[src/rtl/wb_arbiter.sv]
// Write-back arbiter: merges single-cycle ALU results and FIFO-buffered load results
// onto one register-file write port, forcing the FIFO head ahead when it starves.
module wb_arbiter #(
    parameter int DEPTH        = 4,
    parameter int STARVE_LIMIT = 4
) (
    input  logic        i_clk,
    input  logic        i_rst,
    input  logic        i_alu_valid,
    input  logic [4:0]  i_alu_rd,
    input  logic [31:0] i_alu_data,
    output logic        o_alu_ready,
    input  logic        i_lsu_valid,
    input  logic [4:0]  i_lsu_rd,
    input  logic [31:0] i_lsu_data,
    output logic        o_lsu_ready,
    output logic        o_write_en,
    output logic [4:0]  o_rd_addr,
    output logic [31:0] o_rd_data,
    output logic        o_busy
);

    localparam int PW = $clog2(DEPTH);
    localparam int CW = PW + 1;
    localparam int AW = $clog2(STARVE_LIMIT + 1);

    logic [4:0]    r_mem_rd   [DEPTH];
    logic [31:0]   r_mem_data [DEPTH];
    logic [PW-1:0] r_wr_ptr;
    logic [PW-1:0] r_rd_ptr;
    logic [CW-1:0] r_count;
    logic [AW-1:0] r_age;

    logic        w_full;
    logic        w_empty;
    logic        w_starved;
    logic        w_push;
    logic        w_sel_fifo;
    logic        w_sel_alu;
    logic [4:0]  w_head_rd;
    logic [31:0] w_head_data;

    assign w_full      = (r_count == CW'(DEPTH));
    assign w_empty     = (r_count == '0);
    assign w_starved   = (r_age == AW'(STARVE_LIMIT));
    assign w_head_rd   = r_mem_rd[r_rd_ptr];
    assign w_head_data = r_mem_data[r_rd_ptr];

    // Ready flags depend only on registered state so a pop never opens a push slot.
    assign o_lsu_ready = !w_full;
    assign o_alu_ready = !(w_full || w_starved);

    assign w_push     = i_lsu_valid && o_lsu_ready;
    assign w_sel_fifo = !w_empty && (!o_alu_ready || !i_alu_valid);
    assign w_sel_alu  = !w_sel_fifo && i_alu_valid && o_alu_ready;

    assign o_busy = !w_empty || o_write_en;

    always_ff @(posedge i_clk) begin
        if (w_push) begin
            r_mem_rd[r_wr_ptr]   <= i_lsu_rd;
            r_mem_data[r_wr_ptr] <= i_lsu_data;
        end
    end

    always_ff @(posedge i_clk or posedge i_rst) begin
        if (i_rst) begin
            r_wr_ptr <= '0;
            r_rd_ptr <= '0;
            r_count  <= '0;
        end else begin
            if (w_push)
                r_wr_ptr <= r_wr_ptr + PW'(1);
            if (w_sel_fifo)
                r_rd_ptr <= r_rd_ptr + PW'(1);
            if (w_push && !w_sel_fifo)
                r_count <= r_count + CW'(1);
            else if (!w_push && w_sel_fifo)
                r_count <= r_count - CW'(1);
        end
    end

    always_ff @(posedge i_clk or posedge i_rst) begin
        if (i_rst)
            r_age <= '0;
        else if (w_empty || w_sel_fifo)
            r_age <= '0;
        else if (!w_starved)
            r_age <= r_age + AW'(1);
    end

    // Writes to x0 still consume the slot but never assert the write strobe.
    always_ff @(posedge i_clk or posedge i_rst) begin
        if (i_rst) begin
            o_write_en <= 1'b0;
            o_rd_addr  <= '0;
            o_rd_data  <= '0;
        end else begin
            o_write_en <= (w_sel_fifo && (w_head_rd != 5'd0)) ||
                          (w_sel_alu && (i_alu_rd != 5'd0));
            if (w_sel_fifo) begin
                o_rd_addr <= w_head_rd;
                o_rd_data <= w_head_data;
            end else if (w_sel_alu) begin
                o_rd_addr <= i_alu_rd;
                o_rd_data <= i_alu_data;
            end
        end
    end

endmodule

[config.mk]
export PLATFORM = sky130hd
export DESIGN_NAME = wb_arbiter
export DESIGN_NICKNAME = d
export VERILOG_FILES = /design/src/rtl/wb_arbiter.sv
export SDC_FILE = /design/constraint.sdc
export NUM_CORES = 1
export LEC_CHECK = 0
export CORE_UTILIZATION = 48
export CTS_BUF_LIST = sky130_fd_sc_hd__clkbuf_4 sky130_fd_sc_hd__clkbuf_8 sky130_fd_sc_hd__clkbuf_16
export DETAILED_ROUTE_END_ITERATION = 10
export PLACE_DENSITY = 0.84
export SYNTH_ARGS = -nofsm -noshare
export SYNTH_HDL_FRONTEND = slang
export SYNTH_SLANG_ARGS = --single-unit
[constraint.sdc]
create_clock -name i_clk -period 2.41 [get_ports i_clk]
set_clock_uncertainty 0.05 [all_clocks]
set_input_delay 0.482 -clock i_clk [delete_from_list [all_inputs] [get_ports i_clk]]
set_output_delay 0.482 -clock i_clk [all_outputs]
set_load 0.005 [all_outputs]
# After elaboration in Yosys (flattened, before gate mapping)
# Memory sizes are Yosys's and may differ from the RTL's.
# Index checks and enable logic that the tools add are counted.
[totals]
regBits = 48
ramBits = 148
wordCells = 51
mem_count = 2
[memory_table]
columns = ["memory", "words", "word_bits", "rd", "rd_ports_with_merged_regs", "wr", "line_no", "text"]
rows = [
  ["r_mem_data", 4, 32, 1, 0, 1, "28", "logic [31:0] r_mem_data [DEPTH];"],
  ["r_mem_rd", 4, 5, 1, 0, 1, "27", "logic [4:0] r_mem_rd [DEPTH];"],
]
[op_classes]
add_sub_neg = 5
eq_ne = 3
n_mux = 10
reduce_logical = 24
[ops]
columns = ["operator", "count"]
rows = [
  ["two-way mux 32 bit", 2],
  ["two-way mux 3 bit", 4],
  ["two-way mux 5 bit", 2],
  ["nonzero test 5 bit", 2],
  ["logical AND 1 bit", 8],
  ["adder 3 x 1 -> 3 bit, second input constant", 2],
  ["equality test 3 bit, second input constant", 2],
  ["logical NOT 1 bit", 6],
  ["logical OR 1 bit", 5],
  ["adder 2 x 1 -> 2 bit, second input constant", 2],
  ["nonzero test 2 bit", 2],
  ["logical NOT 3 bit", 1],
  ["subtractor 3 x 1 -> 3 bit, second input constant", 1],
  ["two-way mux 1 bit", 2],
  ["!= test 2 x 1 -> 1 bit, second input constant", 1],
]

# Depth between registers and ports, before layout
# Gate-level depths: netlist of run 1.
[logic_depth]
word_depth = 9
ltp_mapped = 11

# Worst setup path after synthesis of run 1
# No wires, ideal clock.
[synth_path]
path_kind = "register to register"
start = "reg r_count[0]"
end = "reg r_count[1]"
setup_time_ns = 0.125
t_arrival_ns = 2.084
setup_slack_ns = 0.152
path_stages_with_launch = 9
synth_period_minus_slack_ns = 2.258
path_cell_list = "dfrtp_1 > or3b_1 > buf_2 > nand3_4 > nand2_1 > ha_1 > inv_1 > fa_1 > mux2_2"
[synth_via]
word_cells_on_any_way = 17
[synth_lines]
columns = ["element", "line_no", "text"]
rows = [
  ["start: declaration", "31", "logic [CW-1:0] r_count;"],
  ["start signal: assignment", "77", "r_count <= r_count + CW'(1);"],
  ["start signal: assignment", "79", "r_count <= r_count - CW'(1);"],
  ["equality test 3 bit *", "43", "assign w_full = (r_count == CW'(DEPTH));"],
  ["logical NOT 1 bit *", "50", "assign o_lsu_ready = !w_full;"],
  ["named net o_lsu_ready", "16", "output logic o_lsu_ready,"],
  ["logical AND 1 bit *", "53", "assign w_push = i_lsu_valid && o_lsu_ready;"],
  ["logical NOT 1 bit", "78", "else if (!w_push && w_sel_fifo)"],
  ["logical AND 1 bit", "78", ""],
  ["nonzero test 2 bit (no line)", "-", ""],
]
# The timed path passes the listed nets; every way through them passes the cells marked *. The select of a mux whose other input is x is not followed.
# A chain may end at the register's enable or synchronous reset.

# Worst setup path after layout of run 1
[layout_path]
start = "reg r_count[1]"
end = "reg r_count[1]"
[layout_via]
elab_chain_len = 7
word_cells_on_any_way = 17
[layout_rtl]
columns = ["element"]
rows = [
  ["branches (longest 7 deep; another with subtractor 3 x 1 -> 3 bit)"],
]
# Several ways; the timed one is not identified. The select of a mux whose other input is x is not followed.

==> metrics.md, run 1 <==
| Metric | Value |
|---|---|
| CP required | between 2000 and 3000 ps |
| Pre-antenna DRT Iters | 5 |
| Worst path cell trace | or3b_4 -> buf_4 -> and2_0 -> ha_1 -> inv_1 -> fa_1 -> mux2_2 |
| Number of synthesized flops with an enable pin | 148 |
| Met3 usage in global routing | 5.175% |
| GR Layer Usage met1 | 24.90% |
| Vias in the first global route | 4681 |
| Initial antenna violation count | 0 |
| Clk pin slew, worst setup/hold paths | 70 ps |
| Critical path type | reg2reg |
| Final worst path period share | between 90% and 100% |
| Worst Setup Slack, final | roughly 100 ps |
| Maxcap violations | 0 |
| RSZ-0062 raised after global routing | no |
| Async SR Flop Fraction | 24.49% |
| Met2 Use GR | 36.22% |
| Hpwl dp | 9.764 mm |
| Flop and latch count out of synthesis | 196 |
| Total core area | 15370 sq um |
| GPL Wtd Cong | 0.7719 |
| Die Y | 128.1 um |
| Die X | between 100 and 150 um |
| Main synth FF type | edfxtp_1 |
| Critical path startpoint category | flip-flop |
| Fin cells | 809 |
| Sequential-to-total area share from yosys stat | 74.00% |
| Drt total wl | 15.81 mm |
| DP Area | 9126 sq um |
| Highest clock rate | 432.9 MHz |
| Fin nets | 671 |
| Routed length per instance | 19.54 um |
| Antenna Nets Post-Route | 0 |
| Worst-Skew Late Latency | about 430 ps |
| IO Port Bufs | 118 |
| Final min period | approximately 2300 ps |
| Starting Density | 49.63% |
| Final hold vios | 0 |
| Layout Utilization | between 60% and 70% |
| Gr ovfl total | 0 |
| Largest net degree at the start of global routing | 81 |
| Area contributors post-synth | edfxtp_1 (58%), dfrtp_1 (16%), mux4_2 (11%) |
| Crit path max-delay family | adder cells |
| CTS tree | built |
| Post-Layout Inst Area | between 9000 and 10000 sq um |
| Power consumption | ~12 mW |
| First DRT Iteration DRCs | 311 |
| Via count | 4390 |
| Die ar. | approximately 16000 sq um |
| Root Driver | clkbuf_16 |
| Top-area cell type share of the netlist area | 58.26% |
| WP buf/inv | 2 |
| Share of cells above drive strength 1 | about 17% |
| PD cells | roughly 1200 nW/um^2 |
| Synthesized cell area | approximately 7600 sq um |
| CTS max path bufs | 2 |
| Mean post-synth cell area | 16.84 sq um |
| N_diodes | 0 |
| Worst Tran Pin Value | 800.0 ps |
| Setup TNS | 0 ps |
| CTS sink cnt | 196 |
| Pre-CTS WS | -30.45 ps |
| Slew Viols, Final | 0 |
| Crit path capture type | flip-flop |
| Worst path slowest cell | dfrtp_2 |
| Most Crowded Layer GR | met2 |
| Synth area leader | edfxtp_1 |
| Slowest cell delay on critical path | 410 ps |
| Syn nets | 539 |
| Yosys cell types | 31 |
| Max VDD drop | roughly 0.53 mV |
| Status | completed |
| Warnings, synthesis | 0 |
| Slew HR | 46.66% |
| Commonest non-fill, non-tap cell in the layout | edfxtp_1 |
| First-pass GRT wire length | 24.64 mm |
| Boundary Pins | 119 |
| Number of vias per cell | 5.426 |
| Placed Cells incl. Taps | around 770 |
| CP max FO | 6 |
| Mapped Cells | approximately 450 |
| Row cnt | between 40 and 50 |
| Worst hold slack | 385.0 ps |
| CTS Buf Count | 17 |
| Most frequent cells in the layout | edfxtp_1 (148), clkdlybuf4s50_1 (117), nand2_1 (76), dfrtp_1 (44), nor2_1 (38) |
| Class of the worst hold path | in2async |
| Leak Pwr | 3.476 nW |
| Endpoints failing setup | 0 |
| CP arrival | 2570 ps |
| H-tree Lvls | 4 |
| Synth-to-layout area growth | 27.93% |
| GRT Total Usage | 20.82% |
| Final routed DRC violation total | 0 |
## synthesized netlist by cell type (2+ instances only)
| cell | n |
|---|---|
| edfxtp_1 | 148 |
| nand2_1 | 77 |
| dfrtp_1 | 48 |
| nor2_1 | 38 |
| a31oi_1 | 37 |
| mux4_2 | 37 |
| buf_2 | 11 |
| clkbuf_1 | 8 |
| ha_1 | 7 |
| inv_1 | 7 |
| xnor2_1 | 5 |
| and3_1 | 4 |
| buf_4 | 3 |
| buf_6 | 3 |
| nor3_1 | 3 |
| xor2_1 | 2 |
## what timing repair did
action                                  in CTS  in global routing
pin swaps                                    1                  0
hold buffers                                 0                  0
endpoints found under the setup margin       2                  2
setup buffers                                3                  3
gates resized for setup                      3                  2
## worst register-to-register path, delay by kind of cell, from the launching register on
family / cells / cell delay, ps
AND/OR/NAND/NOR: 2 / 590
adder cells (fa/ha/maj): 2 / 630
flip-flops: 1 / 410
buffers and inverters: 2 / 250
multiplexers: 1 / 260
## cells by family after synthesis
family                     share of synthesized area, %
AOI/OAI and AO/OA                                 3.313
xor gates and xnor gates                         0.8037
adders and majority gates                         1.410
buffers and inverters                             2.198
DFF                                               74.00
muxes                                             11.07
and+or+nand+nor                                   7.201
## where the power goes
part | switching [mW] | total (mW) | internal [mW] | leakage, nW
clock network | 1.15 | 2.70 | 1.54 | 0.293
logic | 1.79 | 3.84 | 2.05 | 1.28
registers | 0.471 | 5.08 | 4.60 | 1.91
## per-layer routing
metal	routed length, um	share of wire, %
met4	311	2.0
met2	8327	53
met1	6338	40
met3	829	5.2
met5	0	0
## cell type report
class | count | area (sq um)
flip-flops and latches | 196 | 5650
fillers | 1093 | 5612
multi-input cells | 225 | 1832
repair buffers | 138 | 1409
clock buffers | 24 | 530.5
well taps | 211 | 264.0
clock inverters | 8 | 47.55
inverters | 7 | 26.28
## sequential cells by signal, indices dropped and copies added, names as in the netlist
name	cells
o_rd_data	32
r_rd_ptr	2
r_mem_data	128
r_wr_ptr	2
r_mem_rd	20
r_count	3
o_rd_addr	5
o_write_en	1
r_age	3
## final timing paths
check                                   from      endpoint  slack (ps)  cells after the start
worst max register to register    r_count[1]    r_count[1]         100                      7
worst max-delay path              r_count[1]    r_count[1]         100                      7
worst min-delay path                   i_rst  o_rd_data[2]         380                      3
min in group i_clk              o_rd_data[5]  o_rd_data[5]         490                      2
worst min register to register  o_rd_data[5]  o_rd_data[5]         490                      2
max in group asynchronous              i_rst   r_rd_ptr[1]        1660                      3
(Power assumes the default switching activity.)
==> run 2: changes to the inputs <==
SLEW_MARGIN = 20   (was not set)
==> results of run 2 <==
No change in the layout: final DEF, timing and power equal those of run 1.
==> run 3: changes to the inputs <==
CAP_MARGIN = 20   (was not set)
clock period = 2.05 ns   (was 2.41 ns; I/O delays follow)
==> metrics.md, run 3 (synthesized netlist as in run 1, its figures left out) <==
| Metric | Value |
|---|---|
| N_diodes | 0 (unchanged) |
| Crit path capture type | flip-flop |
| Die ar. | 16400 sq um (unchanged) |
| Worst path cell trace | or3b_4 -> buf_6 -> and2_4 -> ha_4 -> inv_2 -> fa_1 -> mux2_2 |
| Root Driver | clkbuf_16 |
| Share of cells above drive strength 1 | 18.81% (+1.4 points) |
| Highest clock rate | 460.8 MHz (+6.4%) |
| CTS max path bufs | 2 (unchanged) |
| DP Area | 9274 sq um (+1.6%) |
| Placed Cells incl. Taps | 781 (+1.3%) |
| Commonest non-fill, non-tap cell in the layout | edfxtp_1 |
| GRT Total Usage | 21.18% (+0.36 points) |
| Synth-to-layout area growth | 31.13% |
| Final worst path period share | 105.9% (+10 points) |
| Vias in the first global route | 4657 (-0.51%) |
| Most frequent cells in the layout | edfxtp_1 (148), clkdlybuf4s50_1 (115), nand2_1 (75), dfrtp_1 (46), nor2_1 (38) |
| Violated checks | setup timing |
| Starting Density | 49.63% (unchanged) |
| Slew Viols, Final | 0 (unchanged) |
| Final hold vios | 0 (unchanged) |
| CTS Buf Count | 17 (unchanged) |
| CP required | 2320 ps (-350 ps) |
| Leak Pwr | 3.577 nW (+2.9%) |
| Worst Tran Pin Value | 482.0 ps (-318.1 ps) |
| Pre-antenna DRT Iters | 5 (unchanged) |
| Final routed DRC violation total | 0 (unchanged) |
| RSZ-0062 raised after global routing | yes |
| Number of vias per cell | 5.468 (+0.76%) |
| GPL Wtd Cong | 0.7673 (-0.60%) |
| Row cnt | 45 (unchanged) |
| Worst-Skew Late Latency | 430 ps (about the same) |
| Antenna Nets Post-Route | 0 (unchanged) |
| Class of the worst hold path | in2async |
| H-tree Lvls | 4 (unchanged) |
| Pre-CTS WS | -194.9 ps (-164.4 ps) |
| IO Port Bufs | 118 (unchanged) |
| Power consumption | 14.45 mW (+24%) |
| Worst Setup Slack, final | -120.1 ps (-220.2 ps) |
| Die X | 128.1 um (unchanged) |
| Worst hold slack | 216.1 ps (-168.9 ps) |
| Gr ovfl total | 0 (unchanged) |
| Maxcap violations | 0 (unchanged) |
| Hpwl dp | 10.36 mm (+6.1%) |
| Via count | 4467 (+1.8%) |
| First DRT Iteration DRCs | 285 (-8.4%) |
| Worst path slowest cell | or3b_4 |
| Die Y | 128.1 um (unchanged) |
| Boundary Pins | 119 (unchanged) |
| Fin cells | 817 (+0.99%) |
| Layout Utilization | 65.08% (+1.6 points) |
| CP arrival | 2440 ps (-130 ps) |
| Critical path startpoint category | flip-flop |
| CP max FO | 4 (-2) |
| Slowest cell delay on critical path | 430 ps (+20 ps) |
| Largest register FFs | 128 (unchanged) |
| Slew HR | 67.87% (+21 points) |
| Setup TNS | -222.6 ps (-222.6 ps) |
| First-pass GRT wire length | 24.94 mm (+1.2%) |
| Drt total wl | 16.07 mm (+1.6%) |
| PD cells | 1445 nW/um^2 (+21%) |
| Post-Layout Inst Area | 10000 sq um (+2.5%) |
| Initial antenna violation count | 0 (unchanged) |
| Clk pin slew, worst setup/hold paths | 70 ps (about the same) |
| Endpoints failing setup | 3 (+3) |
| Final min period | 2170 ps (-139.8 ps) |
| CTS tree | built |
| Max VDD drop | 0.8065 mV (+52%) |
| CTS sink cnt | 196 (unchanged) |
| Total core area | 15370 sq um (unchanged) |
| Largest net degree at the start of global routing | 81 (unchanged) |
| Most flop-heavy register | r_mem_data |
| Top flop regs | r_mem_data (128), o_rd_data (32), r_mem_rd (20) |
| Critical path type | reg2reg |
| Status | finished with violations |
| Routed length per instance | 19.66 um (+0.64%) |
| Fin nets | 679 (+1.2%) |
## run 3: changes by cell type in the layout (fill, tap and decap cells not counted), moves of 3 or more
cell and delta:
clkbuf_16 -3, buf_12 +4, clkinv_2 -3, bufinv_16 +6
## run 3: path summary, 6_finish.rpt
| check | from | end | slack [ps] | cells after the start |
|---|---|---|---|---|
| max | r_count[2] | r_count[1] | -120 | 7 |
| min | i_rst | o_rd_data[1] | 220 | 2 |
| max reg2reg | r_count[2] | r_count[1] | -120 | 7 |
| min reg2reg | r_age[0] | r_age[0] | 440 | 1 |
| max in group asynchronous | i_rst | r_rd_ptr[1] | 1200 | 3 |
| min in group i_clk | r_age[0] | r_age[0] | 440 | 1 |
## run 3: critical path, delay by kind of cell, from the launching register on
kind	cells	cell delay [ps]
adder cells (fa/ha/maj)	2	560
buffers and inverters	2	190
flip-flops	1	410
multiplexers	1	260
AND/OR/NAND/NOR	2	590
## run 3: power by group
group / switching (mW) / total (mW) / internal [mW]
registers: 0.498 / 5.91 / 5.41
clock network: 1.36 / 3.75 / 2.38
logic: 2.24 / 4.80 / 2.55
total: 4.11 / 14.5 / 10.3
## run 3: cell type report
cell class,count,area [sq um]
Sequential cell,196,5648
Fill cell,1023,5368
Multi-Input combinational cell,225,1864
Timing Repair Buffer,146,1524
Clock buffer,22,475.5
Tap cell,211,264.0
Clock inverter,10,201.4
Inverter,7,26.28
## run 3: per-layer routing
metal	routed length (um)	global-route usage [%]	vias up	part of all wire, %
met5	0	0	-	0
met4	331	9.273	0	2.1
met3	958	5.509	31	6.0
met2	8196	35.55	171	51
met1	6580	26.06	2260	41
li1	-	-	2005	-
## run 3: what timing repair did
action,CTS,global route
setup endpoints to repair,14,10
buffers inserted,2,2
hold buffers,0,0
pin swaps,1,1
resized for setup,8,5
